==> src/rtl/lieat_rf_pkg.sv <==
// Shared constants and types for the multi-port register file.
// Used by lieat_regfile_mp and lieat_rf_sb.
package lieat_rf_pkg;

   localparam int LIEAT_RF_XLEN = 32;
   localparam int LIEAT_RF_NREG = 32;

   function automatic int rf_idxw(input int nreg);
      return (nreg <= 2) ? 1 : $clog2(nreg);
   endfunction

   typedef logic [rf_idxw(LIEAT_RF_NREG)-1:0] rf_idx_t;

endpackage

==> src/rtl/lieat_general_dfflr.sv <==
// Load-enable flop with asynchronous active-low reset to zero.
// Generic storage primitive.
module lieat_general_dfflr #(
   parameter int DW = 32
) (
   input  logic          clk,
   input  logic          rstn,
   input  logic          lden,
   input  logic [DW-1:0] dnxt,
   output logic [DW-1:0] qout
);

   always_ff @(posedge clk or negedge rstn) begin
      if (!rstn)
         qout <= '0;
      else if (lden)
         qout <= dnxt;
   end

endmodule

==> src/rtl/lieat_rf_sb.sv <==
// Long-latency scoreboard: pending bits, set/clear priority, busy lookup.
// Same-cycle clear bypass of busy under LIEAT_REGFILE_BYPASS_EN.
module lieat_rf_sb
   import lieat_rf_pkg::*;
#(
   parameter int NREG = LIEAT_RF_NREG,
   parameter int NRD  = 3,
   parameter int NWR  = 2,
   localparam int IDXW = rf_idxw(NREG)
) (
   input  logic              clk,
   input  logic              rstn,
   input  logic [NRD*IDXW-1:0] rd_idx,
   output logic [NRD-1:0]    rd_busy,
   input  logic [NWR-1:0]    wr_en,
   input  logic [NWR*IDXW-1:0] wr_idx,
   input  logic [NWR-1:0]    wr_clr,
   input  logic              sb_set,
   input  logic [IDXW-1:0]   sb_idx,
   output logic              sb_any
);

   logic [NREG-1:1] pend_q;
   logic [NREG-1:1] pend_nxt;
   logic [NREG-1:1] clr_vec;
   logic [NREG-1:0] pend;

   assign pend = {pend_q, 1'b0};

   always_comb begin
      clr_vec = '0;
      for (int r = 1; r < NREG; r++) begin
         for (int k = 0; k < NWR; k++) begin
            if (wr_en[k] && wr_clr[k] &&
                wr_idx[k*IDXW +: IDXW] == IDXW'(r))
               clr_vec[r] = 1'b1;
         end
      end
   end

   // set beats clear: the issuing op is younger than the retiring one
   always_comb begin
      pend_nxt = pend_q & ~clr_vec;
      for (int r = 1; r < NREG; r++) begin
         if (sb_set && sb_idx == IDXW'(r))
            pend_nxt[r] = 1'b1;
      end
   end

   always_ff @(posedge clk or negedge rstn) begin
      if (!rstn)
         pend_q <= '0;
      else
         pend_q <= pend_nxt;
   end

   always_comb begin
      rd_busy = '0;
      for (int p = 0; p < NRD; p++) begin
         logic [IDXW-1:0] ix;
         ix = rd_idx[p*IDXW +: IDXW];
         rd_busy[p] = pend[ix];
`ifdef LIEAT_REGFILE_BYPASS_EN
         if (ix != '0) begin
            for (int k = 0; k < NWR; k++) begin
               if (wr_en[k] && wr_clr[k] &&
                   wr_idx[k*IDXW +: IDXW] == ix &&
                   !(sb_set && sb_idx == ix))
                  rd_busy[p] = 1'b0;
            end
         end
`endif
      end
   end

   assign sb_any = |pend_q;

endmodule

==> src/rtl/lieat_regfile_mp.sv <==
// Multi-port integer register file with long-latency scoreboard.
// Optional same-cycle write bypass: LIEAT_REGFILE_BYPASS_EN.
module lieat_regfile_mp
   import lieat_rf_pkg::*;
#(
   parameter int XLEN = LIEAT_RF_XLEN,
   parameter int NREG = LIEAT_RF_NREG,
   parameter int NRD  = 3,
   parameter int NWR  = 2,
   localparam int IDXW = rf_idxw(NREG)
) (
   input  logic                clk,
   input  logic                rstn,
   input  logic [NRD*IDXW-1:0] rd_idx,
   output logic [NRD*XLEN-1:0] rd_data,
   output logic [NRD-1:0]      rd_busy,
   input  logic [NWR-1:0]      wr_en,
   input  logic [NWR*IDXW-1:0] wr_idx,
   input  logic [NWR*XLEN-1:0] wr_data,
   input  logic [NWR-1:0]      wr_clr,
   input  logic                sb_set,
   input  logic [IDXW-1:0]     sb_idx,
   output logic                sb_any
);

   logic [XLEN-1:0] rf [NREG];

   assign rf[0] = '0;

   // higher port overwrites lower: youngest write wins
   for (genvar r = 1; r < NREG; r++) begin : g_reg
      logic            en;
      logic [XLEN-1:0] d;

      always_comb begin
         en = 1'b0;
         d  = '0;
         for (int k = 0; k < NWR; k++) begin
            if (wr_en[k] && wr_idx[k*IDXW +: IDXW] == IDXW'(r)) begin
               en = 1'b1;
               d  = wr_data[k*XLEN +: XLEN];
            end
         end
      end

      lieat_general_dfflr #(
         .DW   (XLEN)
      ) u_dff (
         .clk  (clk),
         .rstn (rstn),
         .lden (en),
         .dnxt (d),
         .qout (rf[r])
      );
   end

   always_comb begin
      rd_data = '0;
      for (int p = 0; p < NRD; p++) begin
         logic [IDXW-1:0] ix;
         logic [XLEN-1:0] v;
         ix = rd_idx[p*IDXW +: IDXW];
         v  = rf[ix];
`ifdef LIEAT_REGFILE_BYPASS_EN
         if (ix != '0) begin
            for (int k = 0; k < NWR; k++) begin
               if (wr_en[k] && wr_idx[k*IDXW +: IDXW] == ix)
                  v = wr_data[k*XLEN +: XLEN];
            end
         end
`endif
         rd_data[p*XLEN +: XLEN] = v;
      end
   end

   lieat_rf_sb #(
      .NREG    (NREG),
      .NRD     (NRD),
      .NWR     (NWR)
   ) u_sb (
      .clk     (clk),
      .rstn    (rstn),
      .rd_idx  (rd_idx),
      .rd_busy (rd_busy),
      .wr_en   (wr_en),
      .wr_idx  (wr_idx),
      .wr_clr  (wr_clr),
      .sb_set  (sb_set),
      .sb_idx  (sb_idx),
      .sb_any  (sb_any)
   );

endmodule

==> config.mk <==
export PLATFORM = sky130hd
export DESIGN_NAME = lieat_regfile_mp
export DESIGN_NICKNAME = d
export VERILOG_FILES = /design/src/rtl/lieat_rf_pkg.sv /design/src/rtl/lieat_general_dfflr.sv /design/src/rtl/lieat_rf_sb.sv /design/src/rtl/lieat_regfile_mp.sv
export SDC_FILE = /design/constraint.sdc
export NUM_CORES = 2
export LEC_CHECK = 0
export BUFFER_PORTS_ARGS = -buffer_cell sky130_fd_sc_hd__buf_2
export CAP_MARGIN = 30
export CELL_PAD_IN_SITES_DETAIL_PLACEMENT = 1
export CELL_PAD_IN_SITES_GLOBAL_PLACEMENT = 1
export CORE_MARGIN = 1
export CORE_UTILIZATION = 30
export CTS_CLUSTER_SIZE = 10
export DETAILED_ROUTE_END_ITERATION = 10
export PLACE_DENSITY = 0.65
export SYNTH_ARGS = -nofsm -noshare
export SYNTH_HDL_FRONTEND = slang
export SYNTH_SLANG_ARGS = --single-unit
==> constraint.sdc <==
create_clock -name clk -period 1.47 [get_ports clk]
set_input_delay 0.0735 -clock clk [delete_from_list [all_inputs] [get_ports clk]]
set_output_delay 0.0735 -clock clk [all_outputs]
set_load 0.01 [all_outputs]
# --- After elaboration in Yosys (flattened, before gate mapping) ---
# Index checks and enable logic that the tools add are counted.
totals:
  register_bits: 1023
  in_bits: 101
  out_inout_bits: 100
  elab_cells: 526
classes:
  magnitude_cmp: 6
  n_eq_ne: 93
  mux: 232
  bitwise: 5
  reduce_logical: 158
ops:
  columns: ["op", "n"]
  rows:
  - ["$mux 32", 68]
  - ["$bmux 32 s5", 3]
  - ["$eq 5x5->1 const B", 48]
  - ["$mux 1", 158]
  - ["$logic_and 1x1->1", 157]
  - ["$eq 5x4->1 const B", 24]
  - ["$eq 5x3->1 const B", 12]
  - ["$and 31x31->31", 1]
  - ["$not 31->31", 1]
  - ["$reduce_or 31->1", 1]
  - ["$eq 5x2->1 const B", 6]
  - ["$ge 6x6->1 const B", 3]
  - ["$lt 5x6->1 const B", 3]
  - ["$not 5->6", 3]
  - ["$bmux 1 s5", 3]
  - ["$eq 5x1->1 const B", 3]

# --- Longest topological paths before layout ---
depth:
  ltp_word: 7
  mapped_depth: 8
  ltp_nobuf: 4

# --- Modules after synthesis ---
# Synthesis repeated with hierarchy kept, for this count alone.
unflattened:
  cells_unflattened: 5972
  hier_area_um2: 79369.9
modules_own_cells:
  columns: ["mod", "instances", "cells_each", "area_per_inst_um2", "seq_area_each_um2"]
  rows:
  - ["lieat_general_dfflr", 31, 68, 1345.0, 800.8]
  - ["lieat_regfile_mp", 1, 3593, 35107.4, 0.0]
  - ["lieat_rf_sb", 1, 271, 2566.2, 775.7]

# --- Worst setup path before layout ---
# OpenSTA, ideal clock, no wires.
synth_timing:
  path_kind: "input port to output port"
  startpoint: "in rd_idx[10]"
  endpoint: "out rd_data[67]"
  arrival_ps: 1563
  required_ps: 1397
  path_slack_ps: -167
  cell_stages: 7
  path_buffers: 3
  cell_sequence: "buf_4 > buf_6 > buf_2 > mux4_2 > a22o_1 > o21ai_1 > o31ai_1"
synth_via:
  elab_chain_cells: 4
synth_rtl:
  columns: ["element", "line", "source"]
  rows:
  - ["start, declared", "lieat_regfile_mp.sv:14", "input logic [NRD*IDXW-1:0] rd_idx,"]
  - ["$not 5->6 (not written as such)", "lieat_regfile_mp.sv:63", "v = rf[ix];"]
  - ["$bmux 32 s5", "lieat_regfile_mp.sv:63", null]
  - ["$mux 32 (not written as such) (2 in series)", "lieat_regfile_mp.sv:63", null]
  - ["end, declared", "lieat_regfile_mp.sv:15", "output logic [NRD*XLEN-1:0] rd_data,"]
# Every way passes these cells. The select of a mux whose other input is x is not followed.

# --- Worst setup path in the final report ---
layout_timing:
  startpoint: "reg g_reg[28].u_dff.qout[0]"
  endpoint: "out rd_data[32]"
layout_via:
  elab_chain_cells: 3
layout_rtl:
  columns: ["element", "line", "source"]
  rows:
  - ["start, declared", "lieat_general_dfflr.sv:10", "output logic [DW-1:0] qout"]
  - ["start signal, assigned", "lieat_general_dfflr.sv:17", "qout <= dnxt;"]
  - ["$bmux 32 s5", "lieat_regfile_mp.sv:63", null]
  - ["$mux 32 (not written as such) (2 in series)", "lieat_regfile_mp.sv:63", null]
# Every way passes these cells. The select of a mux whose other input is x is not followed.

==> results.tsv <==
metric	value	unit
route.detailed.wl_per_inst	33.6	µm
grt_pass1_vias	70508	
max_freq	378	MHz
maxSlewViolCount	0	
syn_area	72800	µm²
mostFrequentLayoutCells	mux2i_1, dfrtp_1, buf_4	
hpwlAfterDp	249	mm
path_class	reg2out	
wl_met2	158	mm
grt_pass1_wl	517	mm
ir_drop	0.928	mV
setup_viol	100	
final_cell_area	94400	µm²
die_x	495	µm
die_area	245000	µm²
hold_slack	-0.000506	ns
cts.path.max_buffers	3	
setup_ws	-1.17	ns
fp.coreArea	241000	µm²
synthCells	6851	
synth.distinct_cells	45	
slew_headroom	47.6	%
wl_met1	143	mm
fin_crit	2.64	ns
r2r_cells	4	
critPathRequiredTime	1.40	ns
yosysTopAreaCell	dfrtp_1	
die-height	495	µm
cp_slowest_cell	mux4_2	
avgViaCountPerCell	6.25	
cts_root_buf	clkbuf_16	
synth-seq-cells	1023	
hold_class	in2reg	
end_kind	primary output	
crit_chain	mux4_2, a22o_1, o21ai_2, o31ai_4, buf_2	
io_buffers	200	
reg2reg_to	g_reg[9].u_dff.qout[3]	
status	finished, violations left	
min_to	g_reg[23].u_dff.qout[1]	
drt_iter0_drc	7448	
grt_overflow	0	
synth_top_area_share	35.2	%
floorplan.initialDensity	30.2	%
hold_depth	4	
synth_edf_count	0	
synth_ff_type	dfrtp_1	
ys_seq_area_share	35.2	%
tns	-106.46	ns
placed_area	87300	µm²
syn_to_final_growth	29.7	%
globalplace.congestion	0.956	
period_share	180	%
drc	0	
synth_area_leaders	dfrtp_1, mux4_2, mux2i_1	
cpPeakStageDelay	0.49	ns
ant_nets	0	
clk_latency	0.79	ns
h-tree-depth	4	
grt_start_max_net_pins	69	
reg2reg_from	g_reg[9].u_dff.qout[3]	
rsz0062_at_grt	true	
fin_skew	0	ns
power_density	1240	nW/µm²
cts_buffers	131	
clkTransAtPathRegs	0.06	ns
first_pass_iters	6	
rrSetupSlack	0.01	ns
io_pins	201	
hold_viol	1	
syn-num-nets	6952	
ys_warn_count	0	
async_flop_share	100	%
setup.worst_path.start_class	register	
layout_commonest_cell	mux2i_1	
routed_wl	362	mm
wl_met3	40.2	mm
tightest_slew	0.785	ns
violations	negative hold slack, negative setup slack	
cts_tree	built	
maxCapViolCount	0	
cts.sinks	1023	
top_layer	met5	
syn_avg_cell_area	10.6	µm²
fp-row-count	180	
min_from	wr_idx[5]	
nets	7624	
drive_above_1_share	32.4	%
cp_max_fo	4	
vias	67412	
p_leak	40.1	nW
grt_antenna_before_repair	18	
track_usage	29.1	%
arrival	2.57	ns
==> what timing repair did <==
| action | 4_1_cts | 5_1_grt |
|---|---|---|
| hold buffers | 104 | 0 |
| pin swaps | 125 | 83 |
| resized for setup | 227 | 84 |
| setup buffers | 29 | 23 |
| hold endpoints to repair | 2046 | 0 |
| gates cloned | 0 | 2 |
| setup endpoints to repair | 100 | 138 |
==> final cells by class <==
cell class	count	area, µm²
Clock inverter	19	302
Clock buffer	192	3820
Sequential cell	1023	25600
Inverter	3	11.3
Tap cell	3185	3990
Multi-Input combinational cell	4999	45800
Fill cell	26047	147000
Timing Repair Buffer	1365	14800
Antenna cell	4	10.0
==> flip-flops by register name, indices dropped and copies added, names as in the netlist <==
name          count
g.u_dff.qout    992
u_sb.pend_q      31
==> Yosys cell counts, drive strengths merged, types with 2 or more instances <==
cell and number:
mux2i 1291, dfrtp 1023, mux4 594, o21ai 583
nor2 571, clkbuf 536, a21oi 516, nand2 511
a22o 323, buf 290, and2 106, a211oi 99
o22ai 99, o31ai 99, mux2 98, a22oi 23
nor2b 21, nand3 11, nand2b 10, nor4 7
a21o 4, a32oi 4, nand4bb 4, nor3 4
and4b 3, inv 3, nand4b 3, and4 2
and4bb 2, nand3b 2, nand4 2, or2 2
or4b 2
==> routing by layer <==
metal	GRT usage (%)	up-vias
met5	0	-
met4	14.9	14
met3	7.99	1113
met2	43.7	4102
met1	38.2	35139
li1	-	27044
==> worst max path at each step <==
| stage | cells after the start | to | slack, ns | startpoint |
|---|---|---|---|---|
| finish | 5 | rd_data[32] | -1.17 | g_reg[28].u_dff.qout[0] |
| global route | 6 | rd_data[23] | -1.22 | g_reg[31].u_dff.qout[23] |
| CTS | 6 | rd_data[47] | -1.18 | g_reg[31].u_dff.qout[15] |
| detailed placement | 10 | rd_data[32] | -1.08 | rd_idx[5] |
| global placement | 10 | rd_data[32] | -1.07 | rd_idx[5] |
| floorplan | 6 | rd_data[42] | -0.03 | rd_idx[7] |
==> report_power, final <==
part	switching, W	leakage, nW	internal, W
clock	0.0141	2.02	0.0188
sequential	0.00851	12.4	0.0357
combinational	0.0179	25.6	0.0217
==> per-stage QoR <==
step | std cells | total power [W] | utilization (%) | hold WS (ns) | worst slack, ns
floorplan | 6851 | 0.0650 | - | -0.222 | -0.0288
global placement | 10450 | 0.0783 | 36.2 | -0.0116 | -1.07
detailed placement | 10451 | 0.0807 | 36.2 | -0.00832 | -1.08
CTS | 10765 | 0.115 | 38.9 | 0.0137 | -1.18
global route | 10789 | 0.121 | 39.2 | 0.0121 | -1.22
finish | 10790 | 0.117 | 39.2 | -0.000506 | -1.17
==> cells by family (layout without fill, tap and decap cells) <==
family	Yosys count	count (layout)	share of synthesized area, %
other	0	4	0
AND/OR/NAND/NOR	1266	1266	7.34
multiplexers	1983	1983	37.6
flip-flops	1023	1023	35.2
buffers and inverters	829	1579	5.21
AO/OA/AOI/OAI	1750	1750	14.7
==> critical path: cells and delay by family (launching register included) <==
family / cells / cell delay, ns
buffers and inverters: 1 / 0.18
AO/OA/AOI/OAI: 3 / 0.67
flip-flops: 1 / 0.42
multiplexers: 1 / 0.49
(Power assumes the default switching activity.)
